### config.mk
export PLATFORM = sky130hd
export DESIGN_NAME = div_seq_32_flat
export DESIGN_NICKNAME = d
export VERILOG_FILES = /design/src/rtl/div_seq_32_if.sv /design/src/rtl/div_seq_32.sv /design/src/flat_wrapper.sv
export SDC_FILE = /design/constraint.sdc
export NUM_CORES = 1
export LEC_CHECK = 0
export ABC_AREA = 1
export CAP_MARGIN = 40
export CORE_ASPECT_RATIO = 1.1
export CORE_MARGIN = 2
export CORE_UTILIZATION = 63
export DETAILED_ROUTE_END_ITERATION = 8
export GPL_TIMING_DRIVEN = 0
export HOLD_SLACK_MARGIN = 0.1
export PLACE_DENSITY = 0.84
export SETUP_SLACK_MARGIN = 0.4
export SLEW_MARGIN = 25
export SYNTH_ARGS = -nofsm -noshare
export SYNTH_HDL_FRONTEND = slang
export SYNTH_SLANG_ARGS = --single-unit
### constraint.sdc
create_clock -name clk_i -period 4.15 [get_ports clk_i]
set_input_delay 0.83 -clock clk_i [delete_from_list [all_inputs] [get_ports clk_i]]
set_output_delay 0.83 -clock clk_i [all_outputs]
set_load 0.05 [all_outputs]
### src/rtl/div_seq_32_if.sv
// div_seq_32_if: request/result bundle for the sequential 32-bit divider.
//   master side (requester): drives start, signed_op, dividend, divisor;
//                            observes busy, done, quo, rem, div_zero.
//   slave side (divider)   : the reverse directions.
interface div_seq_32_if;
  logic        start;
  logic        signed_op;
  logic [31:0] dividend;
  logic [31:0] divisor;
  logic        busy;
  logic        done;
  logic [31:0] quo;
  logic [31:0] rem;
  logic        div_zero;

  modport master (
    output start, signed_op, dividend, divisor,
    input  busy, done, quo, rem, div_zero
  );

  modport slave (
    input  start, signed_op, dividend, divisor,
    output busy, done, quo, rem, div_zero
  );
endinterface

### src/rtl/div_seq_32.sv
// div_seq_32: sequential restoring divider for MIPS DIV/DIVU.
//   clk_i   : rising-edge clock
//   rst_n_i : synchronous active-low reset
//   bus     : div_seq_32_if.slave
//             start/signed_op/dividend/divisor in,
//             busy/done/quo(LO)/rem(HI)/div_zero out
// One quotient bit is produced per clock by a single shared subtractor.
// A normal result appears 34 clocks after the accepting edge; a zero
// divisor short-circuits to a result one clock after acceptance.

// subtract_32_bit: a_i - b_i; cout_o = 1 means no borrow (a_i >= b_i).
module subtract_32_bit (
  input  logic [31:0] a_i,
  input  logic [31:0] b_i,
  output logic [31:0] diff_o,
  output logic        cout_o
);
  logic [32:0] sum;

  assign sum    = {1'b0, a_i} + {1'b0, ~b_i} + 33'd1;
  assign diff_o = sum[31:0];
  assign cout_o = sum[32];
endmodule

module div_seq_32 #(
  parameter int ITER = 32
) (
  input  logic        clk_i,
  input  logic        rst_n_i,
  div_seq_32_if.slave bus
);
  localparam int            CW   = $clog2(ITER);
  localparam logic [CW-1:0] LAST = CW'(ITER - 1);
  localparam logic [CW-1:0] ONE  = CW'(1);

  typedef enum logic [1:0] {S_IDLE, S_PREP, S_ITER, S_FIX} state_t;

  state_t      state_q;
  logic [31:0] dvd_q;      // raw dividend (needed for div-by-zero rem and signs)
  logic [31:0] dvs_q;      // raw divisor, replaced by its magnitude in PREP
  logic        sgn_q;
  logic [31:0] r_q;        // partial remainder
  logic [31:0] q_q;        // shifts out dividend bits, shifts in quotient bits
  logic [CW-1:0] cnt_q;
  logic        neg_quo_q;
  logic        neg_rem_q;
  logic        busy_q;
  logic        done_q;
  logic [31:0] quo_q;
  logic [31:0] rem_q;
  logic        dz_q;

  logic [31:0] trial_d;
  logic [31:0] sub_diff;
  logic        sub_cout;
  logic [31:0] r_d;
  logic [31:0] q_d;

  // Two's complement negate: invert and add one.
  function automatic logic [31:0] neg32(input logic [31:0] x);
    return ~x + 32'd1;
  endfunction

  // Magnitude of a signed operand; 0x80000000 maps to itself, read unsigned.
  function automatic logic [31:0] mag32(input logic [31:0] x, input logic s);
    logic [31:0] m;
    if (s && x[31]) begin
      m = neg32(x);
    end else begin
      m = x;
    end
    return m;
  endfunction

  subtract_32_bit u_sub (
    .a_i    (trial_d),
    .b_i    (dvs_q),
    .diff_o (sub_diff),
    .cout_o (sub_cout)
  );

  // One restoring step. The bit shifted out of R is the 33rd trial bit, so
  // when R[31] is set the trial is >= 2^32 and always exceeds the divisor;
  // the 32-bit difference is then still the correct new remainder.
  always_comb begin
    trial_d = {r_q[30:0], q_q[31]};
    r_d     = trial_d;
    q_d     = {q_q[30:0], 1'b0};
    if (sub_cout || r_q[31]) begin
      r_d = sub_diff;
      q_d = {q_q[30:0], 1'b1};
    end else begin
      r_d = trial_d;
      q_d = {q_q[30:0], 1'b0};
    end
  end

  // Control FSM, datapath registers and registered outputs.
  always_ff @(posedge clk_i) begin
    if (!rst_n_i) begin
      state_q   <= S_IDLE;
      dvd_q     <= 32'd0;
      dvs_q     <= 32'd0;
      sgn_q     <= 1'b0;
      r_q       <= 32'd0;
      q_q       <= 32'd0;
      cnt_q     <= '0;
      neg_quo_q <= 1'b0;
      neg_rem_q <= 1'b0;
      busy_q    <= 1'b0;
      done_q    <= 1'b0;
      quo_q     <= 32'd0;
      rem_q     <= 32'd0;
      dz_q      <= 1'b0;
    end else begin
      done_q <= 1'b0;
      case (state_q)
        S_IDLE: begin
          if (bus.start) begin
            dvd_q   <= bus.dividend;
            dvs_q   <= bus.divisor;
            sgn_q   <= bus.signed_op;
            dz_q    <= 1'b0;
            busy_q  <= 1'b1;
            state_q <= S_PREP;
          end else begin
            state_q <= S_IDLE;
          end
        end
        S_PREP: begin
          if (dvs_q == 32'd0) begin
            quo_q   <= 32'hFFFF_FFFF;
            rem_q   <= dvd_q;
            dz_q    <= 1'b1;
            done_q  <= 1'b1;
            busy_q  <= 1'b0;
            state_q <= S_IDLE;
          end else begin
            r_q       <= 32'd0;
            q_q       <= mag32(dvd_q, sgn_q);
            dvs_q     <= mag32(dvs_q, sgn_q);
            neg_quo_q <= sgn_q & (dvd_q[31] ^ dvs_q[31]);
            neg_rem_q <= sgn_q & dvd_q[31];
            cnt_q     <= '0;
            state_q   <= S_ITER;
          end
        end
        S_ITER: begin
          r_q   <= r_d;
          q_q   <= q_d;
          cnt_q <= cnt_q + ONE;
          if (cnt_q == LAST) begin
            state_q <= S_FIX;
          end else begin
            state_q <= S_ITER;
          end
        end
        S_FIX: begin
          quo_q   <= neg_quo_q ? neg32(q_q) : q_q;
          rem_q   <= neg_rem_q ? neg32(r_q) : r_q;
          done_q  <= 1'b1;
          busy_q  <= 1'b0;
          state_q <= S_IDLE;
        end
        default: begin
          busy_q  <= 1'b0;
          state_q <= S_IDLE;
        end
      endcase
    end
  end

  assign bus.busy     = busy_q;
  assign bus.done     = done_q;
  assign bus.quo      = quo_q;
  assign bus.rem      = rem_q;
  assign bus.div_zero = dz_q;
endmodule

### src/flat_wrapper.sv
// flat-port wrapper written by rule: the top's interface ports become plain ports
module div_seq_32_flat 
#(
  parameter int ITER = 32
)
  (clk_i, rst_n_i, bus_start, bus_signed_op, bus_dividend, bus_divisor, bus_busy, bus_done, bus_quo, bus_rem, bus_div_zero);
  div_seq_32_if bus_i ();
  input  logic clk_i;
  input  logic rst_n_i;
  input wire logic [$bits(bus_i.start)-1:0] bus_start;
  input wire logic [$bits(bus_i.signed_op)-1:0] bus_signed_op;
  input wire logic [$bits(bus_i.dividend)-1:0] bus_dividend;
  input wire logic [$bits(bus_i.divisor)-1:0] bus_divisor;
  output wire logic [$bits(bus_i.busy)-1:0] bus_busy;
  output wire logic [$bits(bus_i.done)-1:0] bus_done;
  output wire logic [$bits(bus_i.quo)-1:0] bus_quo;
  output wire logic [$bits(bus_i.rem)-1:0] bus_rem;
  output wire logic [$bits(bus_i.div_zero)-1:0] bus_div_zero;
  assign bus_i.start = bus_start;
  assign bus_i.signed_op = bus_signed_op;
  assign bus_i.dividend = bus_dividend;
  assign bus_i.divisor = bus_divisor;
  assign bus_busy = bus_i.busy;
  assign bus_done = bus_i.done;
  assign bus_quo = bus_i.quo;
  assign bus_rem = bus_i.rem;
  assign bus_div_zero = bus_i.div_zero;
  div_seq_32 #(.ITER(ITER)) u_core (.clk_i(clk_i), .rst_n_i(rst_n_i), .bus(bus_i));
endmodule
## Word-level counts from Yosys, hierarchy flattened

Index checks and enable logic that the tools add are counted.

- Register bits: 205
- Input port bits: 68

- Add/sub/neg operators: 7
- Eq/ne operators: 8
- Mux-type cells: 31
- Bitwise logic cells: 8
- Reduce and logical (&&, ||, !) cells: 16

Operators with widths:

| operator | number |
|---|---|
| $mux 32 | 11 |
| $pmux 32 s2 | 5 |
| $add 32x1->32 const B | 4 |
| $not 32->32 | 4 |
| $add 32x32->33 | 1 |
| $add 33x1->33 const B | 1 |
| $logic_not 32->1 | 1 |
| $pmux 5 s2 | 1 |
| $mux 1 | 8 |
| $pmux 2 s4 | 1 |
| $reduce_and 2->1 | 4 |
| $reduce_and 3->1 | 2 |
| $reduce_bool 2->1 | 3 |
| $add 5x1->5 const B | 1 |
| $eq 5x5->1 const B | 1 |
| $mux 5 | 1 |
| $eq 2x2->1 const B | 2 |
| $ne 2x1->1 const B | 2 |
| $ne 2x2->1 const B | 2 |
| $pmux 1 s2 | 2 |
| $reduce_and 4->1 | 1 |
| $pmux 1 s3 | 1 |
| $reduce_bool 3->1 | 1 |
| $and 1x1->1 | 2 |
| other kinds (7) | 8 |

## Longest topological paths before layout

- Word-level depth: 6
- Depth in mapped cells: 17

## By module

From an unflattened synthesis, not the netlist that was laid out.

- Cells, all modules: 2,431
- Area, all modules: 14,426.3 um2

Modules (own cells, without submodules):

| module | instances | cells each | area an instance (um2) |
|---|---|---|---|
| div_seq_32 | 1 | 1,895 | 11,860.1 |
| subtract_32_bit | 1 | 536 | 2,566.2 |

## Worst setup path before layout

No wires, ideal clock.

- Kind: register to register
- Start: register u_core.q_q[31]
- End: register u_core.r_q[25]
- Setup time: 0.133 ns
- Arrival: 2.121 ns
- Data required time: 4.017 ns
- Setup slack: 1.895 ns
- Cell stages (with the launch flop): 17
- Buffers on the path: 1
- Clock period less this slack: 2.255 ns
- Cell sequence: dfxtp_1 > inv_1 > ha_1 > fa_1 > inv_1 > nand2_1 > nand2_1 > nand3_1 > nand2_2 > nand2_1 > nand2_2 > nand3_4 > nand2_4 > buf_2 > nand3_1 > nand2_1 > a21oi_2

- Word-level cells in the longest chain between the ends: 5

Ends and longest elaborated chain:

| element | line | source |
|---|---|---|
| start: declaration | div_seq_32.sv:43 | `logic [31:0] q_q;` |
| start signal: assignment | div_seq_32.sv:140 | `q_q <= mag32(dvd_q, sgn_q);` |
| start signal: assignment | div_seq_32.sv:150 | `q_q <= q_d;` |
| $add 32x32->33 (*) | div_seq_32.sv:20 | `assign sum = {1'b0, a_i} + {1'b0, ~b_i} + 33'd1;` |
| $add 33x1->33 (*) | div_seq_32.sv:20 |  |
| $logic_or 1x1->1 | div_seq_32.sv:89 | `if (sub_cout \|\| r_q[31]) begin` |
| $mux 32 (*) | div_seq_32.sv:89 |  |
| $pmux 32 s2 (*) | div_seq_32.sv:117 | `case (state_q)` |
| end signal: assignment | div_seq_32.sv:149 | `r_q <= r_d;` |
| end: declaration | div_seq_32.sv:42 | `logic [31:0] r_q;` |

Mark *: on every way between the ends. The rest lies on a longest branch, timed or not.
A chain may end at the register's enable or synchronous reset.

## Worst setup path in the final report

- Start: register u_core.q_q[31]
- End: register u_core.r_q[22]

Same word-level chain as after synthesis.

==> reports/summary.txt <==
result of the run = finished, violations left
violations in the final reports = design-rule violations
R2R setup slack = 1130 ps
post-synthesis sequential area ratio = 28.7%
detailed-router iteration count before antenna repair = 9
Root Buffer Master = sky130_fd_sc_hd__clkbuf_16
Antenna Nets Post-Route = 0
number of global-route vias before repair = 16000
synthesized area divided by synthesized cell count = 5.98 um^2
area enclosed by the die boundary = 23900 um^2
arrival time of the worst setup path = 3390 ps
hold_ws = 457 ps
diode count = 0
total global routing track utilization = 43.4%
required time at the endpoint of the critical path = 4520 ps
via total after detailed routing = 17000
htree depth = 1
most common cell in the netlist = sky130_fd_sc_hd__nand2_1
ratio of total power to cell area = 360 nW/um^2
DP Cell Count = 2822
Post-Synth Adder-Cell Area = 3.46%
Via density = 5.95
post-detailed-route wirelength per cell = 18.6 um
ratio of cells with drive above 1 in the final layout = 4.82%
Post-CTS Hold Fix Bufs = 0
most area-hungry cell type in the Yosys netlist = sky130_fd_sc_hd__dfxtp_1
post-route fraction of the period consumed by the critical path = 72.7%
post-synthesis mux area share = 0%
most used standard cells in the synthesized netlist = 671 x sky130_fd_sc_hd__nand2_1, 334 x sky130_fd_sc_hd__inv_1, 233 x sky130_fd_sc_hd__nand3_1
proportion of synthesized flip-flops having asynchronous set or reset = 0%
Worst Max-Slew Pin Slew = 999 ps
total clock buffers created by CTS = 23
Post-Syn Area = 14300 um^2
IO Count = 135
static power due to leakage = 8.00 nW
number of max-capacitance violations reported = 0
clock latency reported for the late side of the worst-skew pair = 520 ps
top-area cell type share of the netlist area = 28.7%
path category of the worst min-delay check = flop to flop
worst r2r src = u_core.q_q[31]
last element of the critical path = u_core.r_q[22]
std cell rows = 57
pin count of the biggest net entering global routing = 14
non-filler instance count after layout = 2865
final-report hold violation count = 0
Critical Setup Path Class = flop to flop
post-detailed-routing wire length = 53400 um
fill cell total of the finished layout = 1893
achievable frequency = 331 MHz
number of synthesized flops with an enable pin = 0
starting density of the core = 64.5%
sort of element at the end of the critical path = flop
grt ovf = 0
core outline area = 22200 um^2
final worst clock skew = 18.9 ps
relative area change from synthesis to final layout = 17.2%
placed instance area = 16000 um^2
number of warning messages in the yosys log = 0
number of input and output port buffers inserted = 133
DRC marker count from the first detailed-route iteration = 2120
post-synthesis share of cell area spent on xor and xnor gates = 2.14%
overall die width = 148 um
Max clock buf depth = 3
synth top area cells = sky130_fd_sc_hd__dfxtp_1 29%, sky130_fd_sc_hd__nand2_1 18%, sky130_fd_sc_hd__inv_1 8.8%
antenna violations before repair = 2
final critical delay including setup and external delays = 3020 ps
Slew Limit Headroom = 32.7%
Max FO, Critical Path = 10
unrepaired setup endpoints after global routing = false
count of endpoints failing setup in the final report = 0
post-route standard cell area excluding fillers = 16800 um^2
wire length of the first global-routing pass = 81900 um
prevailing post-synth register cell = sky130_fd_sc_hd__dfxtp_1
post-DP HPWL = 41200 um
count of state elements after synthesis = 205
residual DRC count = 4
compound-cell area share of the yosys netlist = 17.8%
final-stage net count = 2661
y dimension of the die = 162 um
number of buffers inserted to repair setup after CTS = 0
final RePlAce weighted congestion = 1.12
Critical R2R Capture = u_core.r_q[22]
summed negative setup slack over all endpoints = 0 ps
clock transition at the registers of the reported paths = 70 ps
simple logic cell fraction of the synthesized area = 35.6%
total power after layout = 0.00604 W
worst ir drop on vdd = 308 uV
Final Max Tran Viols = 0
number of sinks on the clock net = 205
worst setup path startpoint = u_core.q_q[31]
Yosys cell types = 46
launching element type of the critical path = flop
cell count after synthesis = 2394
clock tree from TritonCTS = built
logic depth of the worst register-to-register path = 16
largest family of logic cells by synthesized area = simple AND/OR/NAND/NOR gates
cells resized by post-CTS repair = 0
net count of the mapped netlist = 2501
-- state kept, by name (all words and copies together) (netlist names), 2 cells and up --
name            flops
u_core.r_q         32
u_core.cnt_q        5
u_core.dvs_q       32
u_core.bus.rem     32
u_core.q_q         32
u_core.dvd_q       32
u_core.state_q      2
u_core.bus.quo     32
-- critical path: stages, from the launching register on --
cell	delay [ps]
sky130_fd_sc_hd__dfxtp_1	350
sky130_fd_sc_hd__inv_1	180
sky130_fd_sc_hd__ha_1	300
sky130_fd_sc_hd__fa_1	430
sky130_fd_sc_hd__inv_1	120
sky130_fd_sc_hd__nand2_1	70
sky130_fd_sc_hd__nand2_1	90
sky130_fd_sc_hd__nand3_1	90
sky130_fd_sc_hd__nand2_2	110
sky130_fd_sc_hd__nand2_1	80
sky130_fd_sc_hd__nand2_2	100
sky130_fd_sc_hd__nand3_4	150
sky130_fd_sc_hd__nand2_4	160
sky130_fd_sc_hd__buf_2	250
sky130_fd_sc_hd__nand3_1	190
sky130_fd_sc_hd__nand2_1	130
sky130_fd_sc_hd__a21oi_1	70
-- cells in the final DEF, fill, tap and decap left out, types with 8 or more instances in the layout --
master / count
sky130_fd_sc_hd__a21oi_1: 192
sky130_fd_sc_hd__a31oi_1: 27
sky130_fd_sc_hd__buf_1: 9
sky130_fd_sc_hd__buf_2: 21
sky130_fd_sc_hd__buf_6: 9
sky130_fd_sc_hd__clkbuf_1: 57
sky130_fd_sc_hd__clkbuf_16: 23
sky130_fd_sc_hd__clkdlybuf4s50_1: 133
sky130_fd_sc_hd__dfxtp_1: 205
sky130_fd_sc_hd__ha_1: 38
sky130_fd_sc_hd__inv_1: 334
sky130_fd_sc_hd__inv_2: 15
sky130_fd_sc_hd__nand2_1: 671
sky130_fd_sc_hd__nand3_1: 233
sky130_fd_sc_hd__nand4_1: 33
sky130_fd_sc_hd__nor2_1: 211
sky130_fd_sc_hd__nor2_2: 9
sky130_fd_sc_hd__nor3_1: 20
sky130_fd_sc_hd__o211ai_1: 31
sky130_fd_sc_hd__o21ai_0: 151
sky130_fd_sc_hd__o21ai_1: 18
sky130_fd_sc_hd__o221ai_1: 8
sky130_fd_sc_hd__xnor2_1: 10
sky130_fd_sc_hd__xor2_1: 25
-- final cells by class --
cell class	count	area, um^2	area share [%]
inverter	351	1320	7.85
timing repair buffer	135	1350	8.07
clock inverter	13	130	0.775
sequential	205	4100	24.5
multi-input combinational	1744	8450	50.4
tap	295	369	2.20
clock buffer	28	614	3.66
buffer	94	438	2.61
-- stage by stage --
stage / utilization (%) / setup slack, ps
floorplan: - / 1900
global placement: 72.2 / 1190
detailed placement: 72.2 / 1150
CTS: 75.6 / 1170
global route: 75.7 / 949
finish: 75.7 / 1130
-- kinds of logic (layout without fill, tap and decap cells) --
family          count (synthesis)  in the layout
xor+xnor                       35             35
flops                         205            205
fa+ha+maj                      39             39
buf+inv                       445            621
simple gates                 1207           1207
compound gates                463            463
-- where the power goes --
part	total [W]	switching [W]	leakage, nW	internal (W)
logic	0.00176	0.00123	5.95	0.000534
clock network	0.00205	0.000867	0.368	0.00118
registers	0.00222	0.000126	1.68	0.00210
-- layer usage --
metal / GRT usage (%) / vias to the layer above / share of wire (%)
met3: 7.22 / 279 / 9.8
met4: 34.8 / 2 / 8.4
met2: 73.9 / 1141 / 47
met5: 0 / - / 0.030
met1: 47.7 / 7546 / 34
li1: - / 8070 / -
-- worst min-delay path by stage --
stage                                  start            endpoint  cells after the start  slack (ps)
final                     u_core.bus.rem[31]  u_core.bus.rem[31]                      2         460
after global routing      u_core.bus.rem[24]  u_core.bus.rem[24]                      2         480
after CTS                 u_core.bus.rem[31]  u_core.bus.rem[31]                      2         450
after detailed placement  u_core.bus.rem[31]  u_core.bus.rem[31]                      2         440
after global placement    u_core.bus.rem[31]  u_core.bus.rem[31]                      2         440
after floorplan              u_core.cnt_q[3]     u_core.cnt_q[3]                      2         440
Note: power is estimated with default switching activity, not from simulation.
==> variant: new RTL, config.mk and constraints unchanged <==
Re-encode `state_t` (4 states) as Gray code, 2 bits wide.
--- a/src/rtl/div_seq_32.sv
+++ b/src/rtl/div_seq_32.sv
@@ -34,5 +34,5 @@
   localparam logic [CW-1:0] ONE  = CW'(1);
 
-  typedef enum logic [1:0] {S_IDLE, S_PREP, S_ITER, S_FIX} state_t;
+  typedef enum logic [1:0] {S_IDLE = 2'b00, S_PREP = 2'b01, S_ITER = 2'b11, S_FIX = 2'b10} state_t;
 
   state_t      state_q;
Behaviour: same outputs for any inputs over 4 cycles, from zero or initial values and one cycle with rst_n_i low; so few cycles prove little.
==> variant against the original RTL <==
Area after synthesis rose by 0.87%; design area rose by 1.0%; sequential cell count did not move; utilization fell by 1.0 points; fmax fell by 3.8%; global-route usage rose by 2.0 points; via count rose by 2.9%; setup slack got worse by 120 ps; worst hold slack improved by 9.2 ps; total power rose by 14%; routed wire length rose by 4.4%; sequential share of layout area fell by 0.25 points; largest cell class unchanged; highest routed layer is now met4.
==> variant: results (changes against the original RTL) <==
- Inserted Clock Buffers: 24 (was 23)
- Seq/Total Area, Yosys: 28.4% (was 28.7%)
- The xor/xnor share of the synthesized area was 3.09% (was 2.14%).
* Violation count after the first detailed-route iteration: 2160 (was 2120)
- Total number of nets in the final design: 2685 (was 2661)
- The total routing resource utilization after global routing came to 45.4% (was 43.4%).
- Critical-path cell with the highest stage delay: dfxtp_1 (was fa_1)
- Placed Cells: 2848 (was 2822)
* Largest cells by area after synthesis: dfxtp_1 28%, nand2_1 18%, inv_1 8.4%, a21oi_1 8.0%, nand3_1 7.6% (was dfxtp_1 29%, nand2_1 18%, inv_1 8.8%, nand3_1 8.1%, a21oi_1 6.7%)
- Final-layout fill cell count: 1958 (was 1893)
- The post-synthesis compound-gate area fraction came to 18.1% (was 17.8%).
* Worst stage delay on the critical path: 400 ps (was 430 ps)
- Peak VDD IR: 0.408 mV (was 0.308 mV)
- The fraction of final layout cells sized beyond drive strength 1 is 4.51% (was 4.82%).
- Via count of the routed design: 17500 (was 17000)
- Arithmetic-cell share of the synthesized area counting full adders, half adders and majority gates: 3.78% (was 3.46%)
- Leakage component of the power: 8.02 nW (was 8.00 nW)
- The number of global-route vias before repair came to 16500 (was 16000).
- The buffer count from post-CTS setup fixing is 0 (unchanged).
- The number of library cell types mapped by synthesis is 43 (was 46).
- The clock skew came to 35.8 ps (was 18.9 ps).
* Root buffer cell: clkbuf_16 (unchanged)
- The placer congestion estimate was 1.05 (was 1.12).
- The clock network latency to the later pin of the worst-skew pair is 550 ps (was 520 ps).
- Placed cell areas: 0.0161 sq mm (was 0.0160 sq mm)
- Antenna violations before repair: 1 (was 2)
- The final HPWL from detailed placement is 43.0 mm (was 41.2 mm).
* TritonRoute pass-1 iters: 8 (was 9)
- The post-detailed-routing wire length was 55.8 mm (was 53.4 mm).
* Number of buffers on the longest clock path: 3 (unchanged)
- Result of the run: finished, final reports clean (was complete, but fails checks)
- The gate count after technology mapping came to 2415 (was 2394).
- Synth top cells by count: 688 x nand2_1, 322 x inv_1, 231 x a21oi_1, 218 x nand3_1, 205 x dfxtp_1 (was 671 x nand2_1, 334 x inv_1, 233 x nand3_1, 211 x nor2_1, 205 x dfxtp_1).
- The dominant synthesized flop cell was dfxtp_1 (unchanged).
- The post-synth net total was 2526 (was 2501).
- The wire length per cell after detailed routing was 19.3 um (was 18.6 um).
- Slew @ Worst Pin: 793 ps (was 999 ps)
## variant: changes by cell type in the layout (fill, tap and decap cells not counted), sizes merged, moves of 10 or more
cell and delta:
inv -20, xor2 +14, o211ai -10, nand2 +18, a21oi +36, nor2 -14, nand3 -13
## variant: logic make-up after synthesis
family,Yosys count
simple gates,1199
compound gates,487
xor+xnor,51
buf+inv,430
flops,205
fa+ha+maj,43
## variant: final timing paths
path | from | to | slack (ps)
worst min-delay path | u_core.q_q[28] | u_core.q_q[28] | 470
worst max-delay path | u_core.q_q[31] | u_core.r_q[31] | 1010
worst max register to register | u_core.q_q[31] | u_core.r_q[31] | 1010
worst min register to register | u_core.q_q[28] | u_core.q_q[28] | 470
## variant: power breakdown
| part | switching [mW] | total (mW) | internal, mW |
|---|---|---|---|
| Combinational | 1.67 | 2.39 | 0.726 |
| Sequential | 0.179 | 2.33 | 2.16 |
| Clock | 0.940 | 2.18 | 1.24 |
## variant: stage by stage
step	power, mW	setup WS, ps
6_report	6.91	1010
5_1_grt	7.15	878
4_1_cts	6.79	1160
3_5_place_dp	4.66	1190
3_3_place_gp	4.61	1250
2_1_floorplan	3.91	1980
## variant: critical path: cells and delay by family (launching register included)
family,cells,cell delay (ps)
AO/OA/AOI/OAI,1,90
adder cells (fa/ha/maj),2,660
buffers and inverters,3,540
flip-flops,1,400
AND/OR/NAND/NOR,10,1300
## variant: per-layer routing
layer	routed length (um)	vias up	GRT usage [%]	share of wire, %
li1	-	8146	-	-
met1	19800	7859	51.8	35
met2	24700	1187	73.7	44
met3	5830	348	8.18	10
met4	5530	0	38.2	9.9
met5	0	-	0	0
## variant: layout make-up
| class | count | area [sq um] | area share, % |
|---|---|---|---|
| multi-input cells | 1780 | 8620 | 50.9 |
| flip-flops and latches | 205 | 4100 | 24.2 |
| repair buffers | 133 | 1330 | 7.85 |
| inverters | 332 | 1250 | 7.35 |
| clock buffers | 32 | 691 | 4.07 |
| plain buffers | 98 | 464 | 2.74 |
| well taps | 300 | 375 | 2.21 |
| clock inverters | 12 | 120 | 0.708 |
